===== config.mk =====
export PLATFORM = sky130hd
export DESIGN_NAME = cross_bar_slave_sched
export DESIGN_NICKNAME = d
export VERILOG_FILES = /design/src/rtl/cross_bar_slave_sched.sv
export SDC_FILE = /design/constraint.sdc
export NUM_CORES = 1
export LEC_CHECK = 0
export CORE_MARGIN = 1.5
export CORE_UTILIZATION = 47
export CTS_CLUSTER_SIZE = 40
export DETAILED_ROUTE_END_ITERATION = 10
export HOLD_SLACK_MARGIN = 0.12
export PLACE_DENSITY = 0.76
export SYNTH_ARGS = -nofsm -noshare
export SYNTH_HDL_FRONTEND = slang
export SYNTH_SLANG_ARGS = --single-unit

===== constraint.sdc =====
create_clock -name clk -period 2.5 [get_ports clk]
set_input_delay 0.5 -clock clk [delete_from_list [all_inputs] [get_ports clk]]
set_output_delay 0.5 -clock clk [all_outputs]
set_load 0.02 [all_outputs]

===== src/rtl/cross_bar_slave_sched.sv =====
// cross_bar_slave_sched: round-robin owner scheduler in front of one slave port.
// Define CROSS_BAR_TIMEOUT_EN to abort transactions the slave never acks.
package cross_bar_pkg;
  localparam int MASTER_N = 4;
endpackage

module cross_bar_slave_sched
  import cross_bar_pkg::*;
#(
  parameter int LOCK_MAX    = 4,
  parameter int TIMEOUT_CYC = 16,
  localparam int IDX_W      = $clog2(MASTER_N)
) (
  input  logic                clk,
  input  logic                aresetn,
  input  logic [MASTER_N-1:0] req,
  input  logic [MASTER_N-1:0] lock,
  output logic [MASTER_N-1:0] grant,
  output logic [IDX_W-1:0]    grant_idx,
  output logic                slave_req,
  input  logic                slave_ack,
  output logic [MASTER_N-1:0] master_ack,
  output logic [MASTER_N-1:0] master_err,
  output logic                busy
);

  localparam int BW = (LOCK_MAX > 1) ? $clog2(LOCK_MAX) : 1;
  localparam logic [BW-1:0] BURST_LAST = BW'(LOCK_MAX - 1);
  localparam logic [IDX_W-1:0] IDX_LAST = IDX_W'(MASTER_N - 1);

  if (MASTER_N < 2 || LOCK_MAX < 1 || TIMEOUT_CYC < 2) begin : g_bad_cfg
    $error("cross_bar_slave_sched: illegal parameters");
  end

  typedef enum logic [1:0] {
    IDLE,
    BUSY,
    GAP
  } state_t;

  state_t              state_q;
  state_t              state_d;
  logic [IDX_W-1:0]    owner_q;
  logic [IDX_W-1:0]    owner_d;
  logic [IDX_W-1:0]    ptr_q;
  logic [IDX_W-1:0]    ptr_d;
  logic [IDX_W-1:0]    nxt_ptr;
  logic [BW-1:0]       burst_q;
  logic [BW-1:0]       burst_d;
  logic                keep_q;
  logic                keep_d;
  logic [MASTER_N-1:0] grant_d;
  logic [MASTER_N-1:0] ack_d;
  logic [MASTER_N-1:0] owner_oh;
  logic [IDX_W:0]      pick_idle;
  logic [IDX_W:0]      pick_gap;

  // Returns {found, index} of the first requester at or after p.
  function automatic logic [IDX_W:0] pick(
    input logic [MASTER_N-1:0] r,
    input logic [IDX_W-1:0]    p
  );
    logic [IDX_W:0]   res;
    logic [IDX_W-1:0] j;
    int               s;
    res = '0;
    for (int k = MASTER_N - 1; k >= 0; k--) begin
      s = int'(p) + k;
      if (s >= MASTER_N) s = s - MASTER_N;
      j = IDX_W'(s);
      if (r[j]) res = {1'b1, j};
    end
    return res;
  endfunction

  assign nxt_ptr   = (owner_q == IDX_LAST) ? '0 : owner_q + 1'b1;
  assign owner_oh  = MASTER_N'(1) << owner_q;
  assign pick_idle = pick(req, ptr_q);
  assign pick_gap  = pick(req, nxt_ptr);
  assign busy      = (state_q != IDLE);

`ifdef CROSS_BAR_TIMEOUT_EN
  localparam int TW = $clog2(TIMEOUT_CYC);
  localparam logic [TW-1:0] WAIT_LAST = TW'(TIMEOUT_CYC - 1);

  logic [TW-1:0]       wait_q;
  logic                to_hit;
  logic [MASTER_N-1:0] err_d;

  assign to_hit = (wait_q == WAIT_LAST);

  always_ff @(posedge clk or negedge aresetn) begin
    if (!aresetn) begin
      wait_q     <= '0;
      master_err <= '0;
    end else begin
      wait_q     <= (state_q == BUSY) ? wait_q + 1'b1 : '0;
      master_err <= err_d;
    end
  end
`else
  assign master_err = '0;
`endif

  always_comb begin
    state_d = state_q;
    owner_d = owner_q;
    ptr_d   = ptr_q;
    burst_d = burst_q;
    keep_d  = keep_q;
    grant_d = grant;
    ack_d   = '0;
`ifdef CROSS_BAR_TIMEOUT_EN
    err_d   = '0;
`endif
    unique case (state_q)
      IDLE: begin
        if (pick_idle[IDX_W]) begin
          owner_d = pick_idle[IDX_W-1:0];
          grant_d = MASTER_N'(1) << owner_d;
          burst_d = '0;
          state_d = BUSY;
        end
      end
      BUSY: begin
        if (slave_ack) begin
          ack_d   = owner_oh;
          keep_d  = lock[owner_q] & req[owner_q]
                  & (burst_q < BURST_LAST);
          state_d = GAP;
          if (!keep_d) grant_d = '0;
        end
`ifdef CROSS_BAR_TIMEOUT_EN
        else if (to_hit) begin
          err_d   = owner_oh;
          keep_d  = 1'b0;
          grant_d = '0;
          state_d = GAP;
        end
`endif
      end
      GAP: begin
        if (keep_q) begin
          burst_d = burst_q + 1'b1;
          state_d = BUSY;
        end else begin
          // Released owner drops to lowest priority.
          ptr_d = nxt_ptr;
          if (pick_gap[IDX_W]) begin
            owner_d = pick_gap[IDX_W-1:0];
            grant_d = MASTER_N'(1) << owner_d;
            burst_d = '0;
            state_d = BUSY;
          end else begin
            state_d = IDLE;
          end
        end
      end
      default: state_d = IDLE;
    endcase
  end

  always_ff @(posedge clk or negedge aresetn) begin
    if (!aresetn) begin
      state_q    <= IDLE;
      owner_q    <= '0;
      ptr_q      <= '0;
      burst_q    <= '0;
      keep_q     <= 1'b0;
      grant      <= '0;
      grant_idx  <= '0;
      slave_req  <= 1'b0;
      master_ack <= '0;
    end else begin
      state_q    <= state_d;
      owner_q    <= owner_d;
      ptr_q      <= ptr_d;
      burst_q    <= burst_d;
      keep_q     <= keep_d;
      grant      <= grant_d;
      grant_idx  <= (|grant_d) ? owner_d : '0;
      slave_req  <= (state_d == BUSY);
      master_ack <= ack_d;
    end
  end

endmodule


-- Word-level counts from Yosys, hierarchy flattened
Index checks and enable logic that the tools add are counted.
- bits in registers: 20
- bits of input ports: 11
- output and inout port bits: 16
- word-level logic and storage cells: 121
- add/sub/neg operators: 16
- order comparisons: 18
- equal/unequal tests: 6
- shift operators: 3
- multiplexer cells: 59
- bitwise gates (word level): 3
- reductions and logical operators: 7
- operators by type and width (kind ; count):
    two-way mux 2 bit ; 18
    two-way mux 4 bit ; 7
    < comparator 2 x 3 -> 1 bit (second input constant) ; 9
    two-way mux 3 bit ; 8
    binary-select mux 1 bit (select 2 bit) ; 10
    >= comparator 3 bit (second input constant) ; 6
    subtractor 2 x 1 -> 2 bit (second input constant) ; 8
    adder 2 x 2 -> 3 bit (second input constant) ; 4
    two-way mux 1 bit ; 12
    one-hot mux 4 bit (3 select lines) ; 1
    left shift 1 x 2 -> 4 bit (first input constant) ; 3
    one-hot mux 2 bit (2 select lines) ; 2
    adder 2 x 1 -> 3 bit (second input constant) ; 2
    >= comparator 2 x 3 -> 1 bit (second input constant) ; 2
    one-hot mux 2 bit (3 select lines) ; 1
    adder 2 x 1 -> 2 bit (second input constant) ; 2
    == test 2 x 1 -> 1 bit (second input constant) ; 2
    == test 2 bit (second input constant) ; 2
    AND reduction 2 bit ; 2
    nonzero test 2 bit ; 2
    OR reduction 4 bit ; 1
    != test 3 bit (second input constant) ; 1
    AND reduction 3 bit ; 1
    AND 1 bit ; 2
    4 further kinds ; 4

-- Depth between registers and ports, before layout
Gate-level depths: netlist (run 1).
- word-level depth: 17
- mapped depth: 12
- gate-level depth less buffers: 9

-- Worst setup path after synthesis (run 1)
No wires, ideal clock.
- kind: register -> register
- start: register owner_q[0]
- end: register grant_idx[0]
- setup time: 142 ps
- arrival: 2398 ps
- data required time: 2358 ps
- path slack: -41 ps
- cell stages (with the launch flop): 12
- buffers on the path: 2
- period minus slack after synthesis: 2541 ps
- cells stage by stage: dfrtp_1 buf_6 inv_1 ha_1 buf_6 or3b_1 a21oi_2 o21ai_2 a222oi_1 nor3b_1 a211oi_1 a31oi_1
- longest elaborated chain between the ends: 17
- elaborated cells between the ends (all ways): 48
- classes of those cells: add/sub (8); order compare (4); eq/ne (1); shift (1); mux (31); bitwise (2); reduce/logical (1)
- RTL lines (element ; line ; RTL):
    start, declared ; 43 ; logic [IDX_W-1:0] owner_q;
    start signal, assigned ; 176 ; owner_q <= owner_d;
    adder 2 x 1 -> 2 bit / == test 2 bit (equally long branches) ; 76 ; assign nxt_ptr = (owner_q == IDX_LAST) ? '0 : owner_q + 1'b1;
    two-way mux 2 bit (*) ; 76 ;
    via nxt_ptr[1] ; 47 ; logic [IDX_W-1:0] nxt_ptr;
    adder 2 x 2 -> 3 bit ; 68 ; s = int'(p) + k;
    >= comparator 3 bit / subtractor 2 x 1 -> 2 bit (equally long branches) ; 69 ; if (s >= MASTER_N) s = s - MASTER_N;
    two-way mux 2 bit ; 69 ;
    binary-select mux 1 bit (select 2 bit) ; 71 ; if (r[j]) res = {1'b1, j};
    two-way mux 1 bit (not written as such) ; 71 ;
    two-way mux 3 bit (3 in a row) ; 71 ;
    two-way mux 3 bit (*) ; 71 ;
    left shift 1 x 2 -> 4 bit ; 151 ; grant_d = MASTER_N'(1) << owner_d;
    two-way mux 4 bit ; 149 ; if (pick_gap[IDX_W]) begin
    two-way mux 4 bit ; 143 ; if (keep_q) begin
    one-hot mux 4 bit (3 select lines) ; 116 ; unique case (state_q)
    OR reduction 4 bit ; 181 ; grant_idx <= (|grant_d) ? owner_d : '0;
    two-way mux 2 bit (*) ; 181 ;
    end signal, assigned ; 181 ;
    end, declared ; 19 ; output logic [IDX_W-1:0] grant_idx,
Mark *: on every way through the listed nets, which the timed path passes. The rest lies on a longest branch. The select of a mux whose other input is x is not followed.
A chain may end at the register's enable or synchronous reset.

-- Worst setup path after layout (run 1)
- start: input port req[0]
- end: register grant_idx[1]
- longest elaborated chain between the ends: 12
- elaborated cells between the ends (all ways): 42
- classes of those cells: shift (2); mux (37); bitwise (2); reduce/logical (1)
- RTL lines (element ; line ; RTL):
    start, declared ; 16 ; input logic [MASTER_N-1:0] req,
    binary-select mux 1 bit (select 2 bit) ; 71 ;
    two-way mux 1 bit (not written as such) ; 71 ;
    two-way mux 3 bit (4 in a row) ; 71 ;
    left shift 1 x 2 -> 4 bit ; 151 ;
    two-way mux 4 bit ; 149 ;
    two-way mux 4 bit ; 143 ;
    one-hot mux 4 bit (3 select lines) ; 116 ;
    OR reduction 4 bit ; 181 ;
    two-way mux 2 bit (*) ; 181 ;
Every way passes the cells marked *; elsewhere a longest branch is shown, timed or not. The select of a mux whose other input is x is not followed.

==> flow_metrics.env, run 1 <==
export IMPL_status="finished with violations"
export IMPL_violations="setup timing"
export IMPL_utilization_pct=67.9
export IMPL_antenna_found_initial=0
export IMPL_synth_seq_cells=20
export IMPL_dp_hpwl_um=2990
export IMPL_clk_pin_slew_ns=0.12
export IMPL_worst_slack_ns=-0.0359
export IMPL_clockBufferDepth=2
export IMPL_cts_hold_buf=0
export IMPL_ys_warn_count=0
export IMPL_grt_max_degree=19
export IMPL_dieArea_sq_um=3520
export IMPL_end_kind="flip-flop"
export IMPL_die_w_um=59.3
export IMPL_row_count=20
export IMPL_core_sq_um=3030
export IMPL_io_buffer_count=22
export IMPL_synth_top_area_share_pct=33.6
export IMPL_use_met1_pct=30.9
export IMPL_syn_area_sq_um=1490
export IMPL_arrival_ns=2.71
export IMPL_netSwitchingFraction_pct=45.0
export IMPL_peakVddDrop_mv=1.01
export IMPL_yosysMostFrequentCell="dfrtp_1"
export IMPL_placed_cell_area_sq_um=1910
export IMPL_seqPwrFrac_pct=21.9
export IMPL_cp_max_fo=8
export IMPL_gp_congestion=0.877
export IMPL_wl_per_cell_um=14.9
export IMPL_dr_pass1_iters=4
export IMPL_ios=27
export IMPL_synth_cells=173
export IMPL_synthArstFlopShare_pct=100
export IMPL_n_fill_cell=244
export IMPL_synth_top_cell_by_area="dfrtp_1"
export IMPL_drive_above_1_share_pct=28.7
export IMPL_synth_common_cells="20 x dfrtp_1, 17 x nand2_1, 14 x o21ai_0"
export IMPL_power_share_clock_pct=7.7
export IMPL_postRouteAntennaNets=0
export IMPL_drt_iter0_drc=76
export IMPL_synth_flop_cell="dfrtp_1"
export IMPL_top_usage_layer="met2"
export IMPL_fin_nets=240
export IMPL_synth_top_cells_by_area="dfrtp_1 34%, o21ai_0 4.7%, nand2_1 4.3%"
export IMPL_grt_total_usage_pct=24.0
export IMPL_critical_path_startpoint_type="input pin"
export IMPL_grtUsageMet3_pct=2.40
export IMPL_grtUsageMet2_pct=40.3
export IMPL_vias_per_cell=5.78
export IMPL_required_ns=2.68
export IMPL_area_delta_synth_final_pct=38.0
export IMPL_hold_path_class="in -> async"
export IMPL_p_sw_mw=1.13
export IMPL_cp_cell_sequence="clkdlybuf4s50_1 -> nor2_1 -> a21oi_1 -> a221oi_2 -> or2_4 -> a222oi_1 -> a31oi_1"
export IMPL_cap_viol_max_count=0
export IMPL_drc=0
export IMPL_cts_root_buf="clkbuf_4"
export IMPL_worstMarginPinSlew_ns=0.505
export IMPL_hold_violations=0
export IMPL_critPathSlowestCell="clkdlybuf4s50_1"
export IMPL_die_h_um=59.3
export IMPL_path_class="in -> reg"
export IMPL_internal_power_mw=1.38
export IMPL_htree_num_levels=1
export IMPL_max_stage_delay_ns=0.70
export IMPL_grt_pass1_vias=1390
export IMPL_max_slew_margin_pct=66.4
export IMPL_finalCritPeriodShare_pct=101
export IMPL_initial_utilization_pct=49.2
export IMPL_grt_overflow_total=0
export IMPL_grt_pass1_wl_um=6380
export IMPL_p_leak_nw=0.897
export IMPL_cts_tree="done"
export IMPL_rsz0062_at_grt="yes"
export IMPL_syn_area_per_cell_sq_um=8.61
export IMPL_synth_enable_flop_cells=0
export IMPL_combPwrFrac_pct=70.5
export IMPL_drv_slew=0
export IMPL_fin_worst_skew_ns=0.00867
export IMPL_power_density_nw_per_um2=1220
export IMPL_synth_yosys_seq_area_share_pct=33.6
export IMPL_fmax_mhz=394
export IMPL_postRouteWirelength_um=3970
export IMPL_via_count=1543
export IMPL_clk_latency_ns=0.31
export IMPL_final_area_sq_um=2060
export IMPL_ys_types=50
export IMPL_cts_made_buffers=3
export IMPL_fin_crit_ns=2.54
export IMPL_setup_viol=2
export IMPL_cts_sinks=20
export IMPL_insertedDiodeCount=0
==> state kept, by name, summed over array words and instances, names as in the netlist <==
register and flops:
master_ack 4, grant 4, ptr_q 2, grant_idx 2
burst_q 2, owner_q 2, slave_req 1, keep_q 1
state_q 2
==> stage by stage <==
step                TNS (ns)  hold WS (ns)  cells  total power, mW  setup WS (ns)
floorplan                  0         0.204    176             1.57         0.0124
detailed placement    -0.925         0.490    259             2.09         -0.234
finish               -0.0630         0.508    267             2.50        -0.0359
CTS                        0         0.514    266             2.35        0.00466
global route          -0.221         0.522    267             2.68         -0.115
global placement      -0.710         0.477    259             2.04         -0.184
==> layout by cell type, fill, tap and decap left out, drive strengths merged, types with 2 or more instances in the layout <==
cell / instances
buf: 35
clkdlybuf4s50: 22
dfrtp: 20
nand2: 17
o21ai: 16
nor2: 12
a21oi: 11
inv: 10
nand3: 5
ha: 5
nand2b: 4
and2: 4
conb: 4
nor3b: 4
clkbuf: 4
or2: 4
nor2b: 3
mux2i: 3
o31ai: 3
o211ai: 3
a311oi: 3
or3: 3
nor3: 2
o21bai: 2
a32o: 2
a222oi: 2
a31oi: 2
a221oi: 2
and3: 2
==> power by group through the flow <==
stage	Sequential, mW	Clock [mW]	Combinational, mW
finish	0.547	0.192	1.76
global route	0.562	0.202	1.92
CTS	0.543	0.191	1.62
detailed placement	0.551	0	1.54
global placement	0.543	0	1.49
floorplan	0.597	0	0.969
==> layer usage <==
metal  wire length [um]  up-vias
li1                   -      721
met3                194       14
met4                128        0
met2               2040       62
met1               1610      746
met5                  0        -
==> critical path: cells and delay by family <==
| kind | cells | cell delay [ns] |
|---|---|---|
| AND/OR/NAND/NOR | 2 | 0.35 |
| AO/OA/AOI/OAI | 4 | 1.15 |
| buffers and inverters | 1 | 0.70 |
==> cell type report <==
type                    count  area, sq um  share of cell area [%]
repair buffers             57          494                    24.0
clock buffers               4         36.3                    1.76
flip-flops and latches     20          502                    24.4
well taps                  44         55.1                    2.68
inverters                  10         40.0                    1.95
multi-input cells         132          930                    45.2
==> kinds of logic (layout without fill, tap and decap cells) <==
family | count (synthesis) | in the layout | share of synthesized area (%)
other | 1 | 4 | 0.252
buffers and inverters | 24 | 71 | 9.66
multiplexers | 3 | 3 | 2.02
AND/OR/NAND/NOR | 63 | 63 | 22.3
adder cells (fa/ha/maj) | 5 | 5 | 4.20
flip-flops | 20 | 20 | 33.6
AO/OA/AOI/OAI | 57 | 57 | 28.0
==> path summary, 6_finish.rpt <==
kind	start	to	slack (ns)	depth (start not counted)
setup / recovery	req[0]	grant_idx[1]$_DFF_PN0_	-0.04	7
hold / removal	aresetn	state_q[1]$_DFF_PN0_	0.51	1
min in group clk	burst_q[1]$_DFFE_PN0P_	burst_q[1]$_DFFE_PN0P_	0.51	1
hold reg to reg	burst_q[1]$_DFFE_PN0P_	burst_q[1]$_DFFE_PN0P_	0.51	1
setup reg to reg	owner_q[1]$_DFF_PN0_	grant_idx[1]$_DFF_PN0_	-0.01	10
max in group asynchronous	aresetn	burst_q[0]$_DFFE_PN0P_	1.47	2
==> repair_timing <==
action                                  CTS  global route
gates resized for setup                   7            14
cloned                                    0             0
endpoints found under the setup margin    3             5
buffers inserted                          3             1
pin swaps                                 7            12
(Power assumes the default switching activity.)
==> run 2, diff against run 1 <==
Settings changed: ABC_CLOCK_PERIOD_IN_PS set to 2500.
==> results of run 2 <==
The final DEF is identical to that of run 1; final timing and power are the same.
==> run 3, diff against run 2 <==
Settings changed: CORE_UTILIZATION 47 to 40, PLACE_DENSITY 0.76 to 0.66.
==> run 3 against run 2 <==
Against the previous run: the run now ends clean; largest cell class unchanged; critical endpoint unchanged; utilization shrank 7.6 points; clock-buffer cell count fell by 1; via count is 4.5% lower; first-iteration DRC count down 13%.
==> flow_metrics.env, run 3 (synthesis gave the netlist of run 1 again) <==
export IMPL_area_delta_synth_final_pct=39.5
export IMPL_hold_path_end="burst_q[0]$_DFFE_PN0P_"
export IMPL_drv_slew=0
export IMPL_core_sq_um=3440
export IMPL_vias_per_cell=5.44
export IMPL_final_common_cell="buf_4"
export IMPL_wl_per_cell_um=14.0
export IMPL_dp_hpwl_um=2930
export IMPL_dieArea_sq_um=4100
export IMPL_clockBufferDepth=2
export IMPL_cts_root_buf="clkbuf_8"
export IMPL_holdPathStages=1
export IMPL_min_from="burst_q[0]$_DFFE_PN0P_"
export IMPL_cts_hold_buf=0
export IMPL_multi_input_area_sq_um=906
export IMPL_cts_tree="done"
export IMPL_postRouteWirelength_um=3800
export IMPL_grt_overflow_total=0
export IMPL_hold_path_class="reg -> reg"
export IMPL_cts_made_buffers=3
export IMPL_grt_pass1_wl_um=6380
export IMPL_path_class="in -> reg"
export IMPL_die_h_um=64.0
export IMPL_finalCritPeriodShare_pct=96.7
export IMPL_row_count=21
export IMPL_drc=0
export IMPL_setup_viol=0
export IMPL_n_fill_cell=302
export IMPL_r2r_start="owner_q[0]$_DFF_PN0_"
export IMPL_p_leak_nw=0.921
export IMPL_dr_pass1_iters=4
export IMPL_grt_pass1_vias=1461
export IMPL_fin_nets=242
export IMPL_cp_max_fo=6
export IMPL_end_kind="flip-flop"
export IMPL_initial_utilization_pct=43.3
export IMPL_fin_crit_ns=2.42
export IMPL_power_density_nw_per_um2=1220
export IMPL_cts_sinks=20
export IMPL_fmax_mhz=414
export IMPL_fin_worst_skew_ns=0.00267
export IMPL_internal_power_mw=1.45
export IMPL_clk_latency_ns=0.26
export IMPL_combPwrFrac_pct=65.6
export IMPL_power_share_clock_pct=13.0
export IMPL_drive_above_1_share_pct=28.4
export IMPL_grt_max_degree=21
export IMPL_arrival_ns=2.55
export IMPL_netSwitchingFraction_pct=42.6
export IMPL_rsz0062_at_grt="yes"
export IMPL_seqPwrFrac_pct=21.3
export IMPL_critical_path_startpoint_type="input pin"
export IMPL_required_ns=2.63
export IMPL_worst_slack_ns=0.0833
export IMPL_r2r_end="grant_idx[1]$_DFF_PN0_"
export IMPL_drt_iter0_drc=66
export IMPL_top_regs="grant (4), master_ack (4)"
export IMPL_cap_viol_max_count=0
export IMPL_htree_num_levels=1
export IMPL_grt_total_usage_pct=19.4
export IMPL_ios=27
export IMPL_power_mw=2.53
export IMPL_peakVddDrop_mv=0.509
export IMPL_postRouteAntennaNets=0
export IMPL_insertedDiodeCount=0
export IMPL_status="finished, final reports clean"
export IMPL_antenna_found_initial=0
export IMPL_clk_pin_slew_ns=0.08
export IMPL_hold_violations=0
export IMPL_seqCellArea_sq_um=502
export IMPL_io_buffer_count=22
export IMPL_via_count=1473
export IMPL_place_ws_ns=-0.241
export IMPL_gp_congestion=0.878
export IMPL_final_cell_mix="36 x buf_4, 21 x clkdlybuf4s50_1, 19 x dfrtp_1"
export IMPL_p_sw_mw=1.08
export IMPL_die_w_um=64.0
export IMPL_reg2reg_depth=9
export IMPL_holdWs_ns=0.493
export IMPL_rrSetupSlack_ns=0.12
-- run 3: changes by cell type in the layout (fill, tap and decap cells not counted), moves of 2 or more --
| cell | change |
|---|---|
| a21oi_2 | +2 |
| clkbuf_4 | -3 |
| buf_4 | +3 |
| clkbuf_8 | +2 |
| a21oi_4 | -2 |
-- run 3: layout make-up --
type                    instances  share of cell area [%]
multi-input cells             132                    43.6
repair buffers                 59                    24.3
flip-flops and latches         20                    24.1
well taps                      46                    2.77
clock buffers                   3                    1.99
inverters                      10                    1.81
clock inverters                 1                    1.44
-- run 3: worst max path at each step --
stage                                     from  cells after the start  slack [ns]                      to
final                                   req[0]                      9        0.08  grant_idx[1]$_DFF_PN0_
after floorplan           owner_q[0]$_DFF_PN0_                     11        0.01  grant_idx[0]$_DFF_PN0_
after global routing      owner_q[0]$_DFF_PN0_                      9       -0.04  grant_idx[1]$_DFF_PN0_
after global placement                  req[0]                      8       -0.13  grant_idx[1]$_DFF_PN0_
after CTS                 owner_q[1]$_DFF_PN0_                     10      0.0005  grant_idx[0]$_DFF_PN0_
after detailed placement                req[1]                      9       -0.24  grant_idx[1]$_DFF_PN0_
-- run 3: repair_timing --
item,in CTS,in global routing
pin swaps,3,9
endpoints found under the setup margin,2,4
resized for setup,3,12
buffers inserted,2,4
-- run 3: routing by layer --
metal | GRT usage, % | part of all wire, % | routed length, um
met2 | 34.8 | 51 | 1920
met4 | 5.16 | 1.7 | 66
met3 | 3.87 | 5.3 | 200
met5 | 0 | 0 | 0
met1 | 23.4 | 42 | 1610
-- run 3: metrics by stage --
stage | cell area (sq um) | setup TNS [ns] | cells | util, %
floorplan | 1510 | 0 | 176 | -
global placement | 1910 | -0.318 | 261 | 55.5
detailed placement | 1910 | -0.681 | 261 | 55.5
CTS | 2010 | 0 | 267 | 58.3
global route | 2080 | -0.0461 | 271 | 60.4
finish | 2080 | 0 | 271 | 60.4
-- run 3: power groups by stage --
stage / logic, mW / clock network (mW) / registers [mW]
4_1_cts: 1.56 / 0.332 / 0.539
3_3_place_gp: 1.48 / 0 / 0.540
2_1_floorplan: 0.969 / 0 / 0.597
3_5_place_dp: 1.51 / 0 / 0.546
5_1_grt: 1.81 / 0.344 / 0.556
6_report: 1.66 / 0.329 / 0.539
-- run 3: worst max-delay path: stages --
cell             delay [ns]
clkdlybuf4s50_1        0.58
buf_4                  0.16
nor3b_1                0.04
o21a_1                 0.19
nor2_1                 0.12
a221oi_2               0.09
or2_4                  0.29
a222oi_1               0.42
a31oi_1                0.15
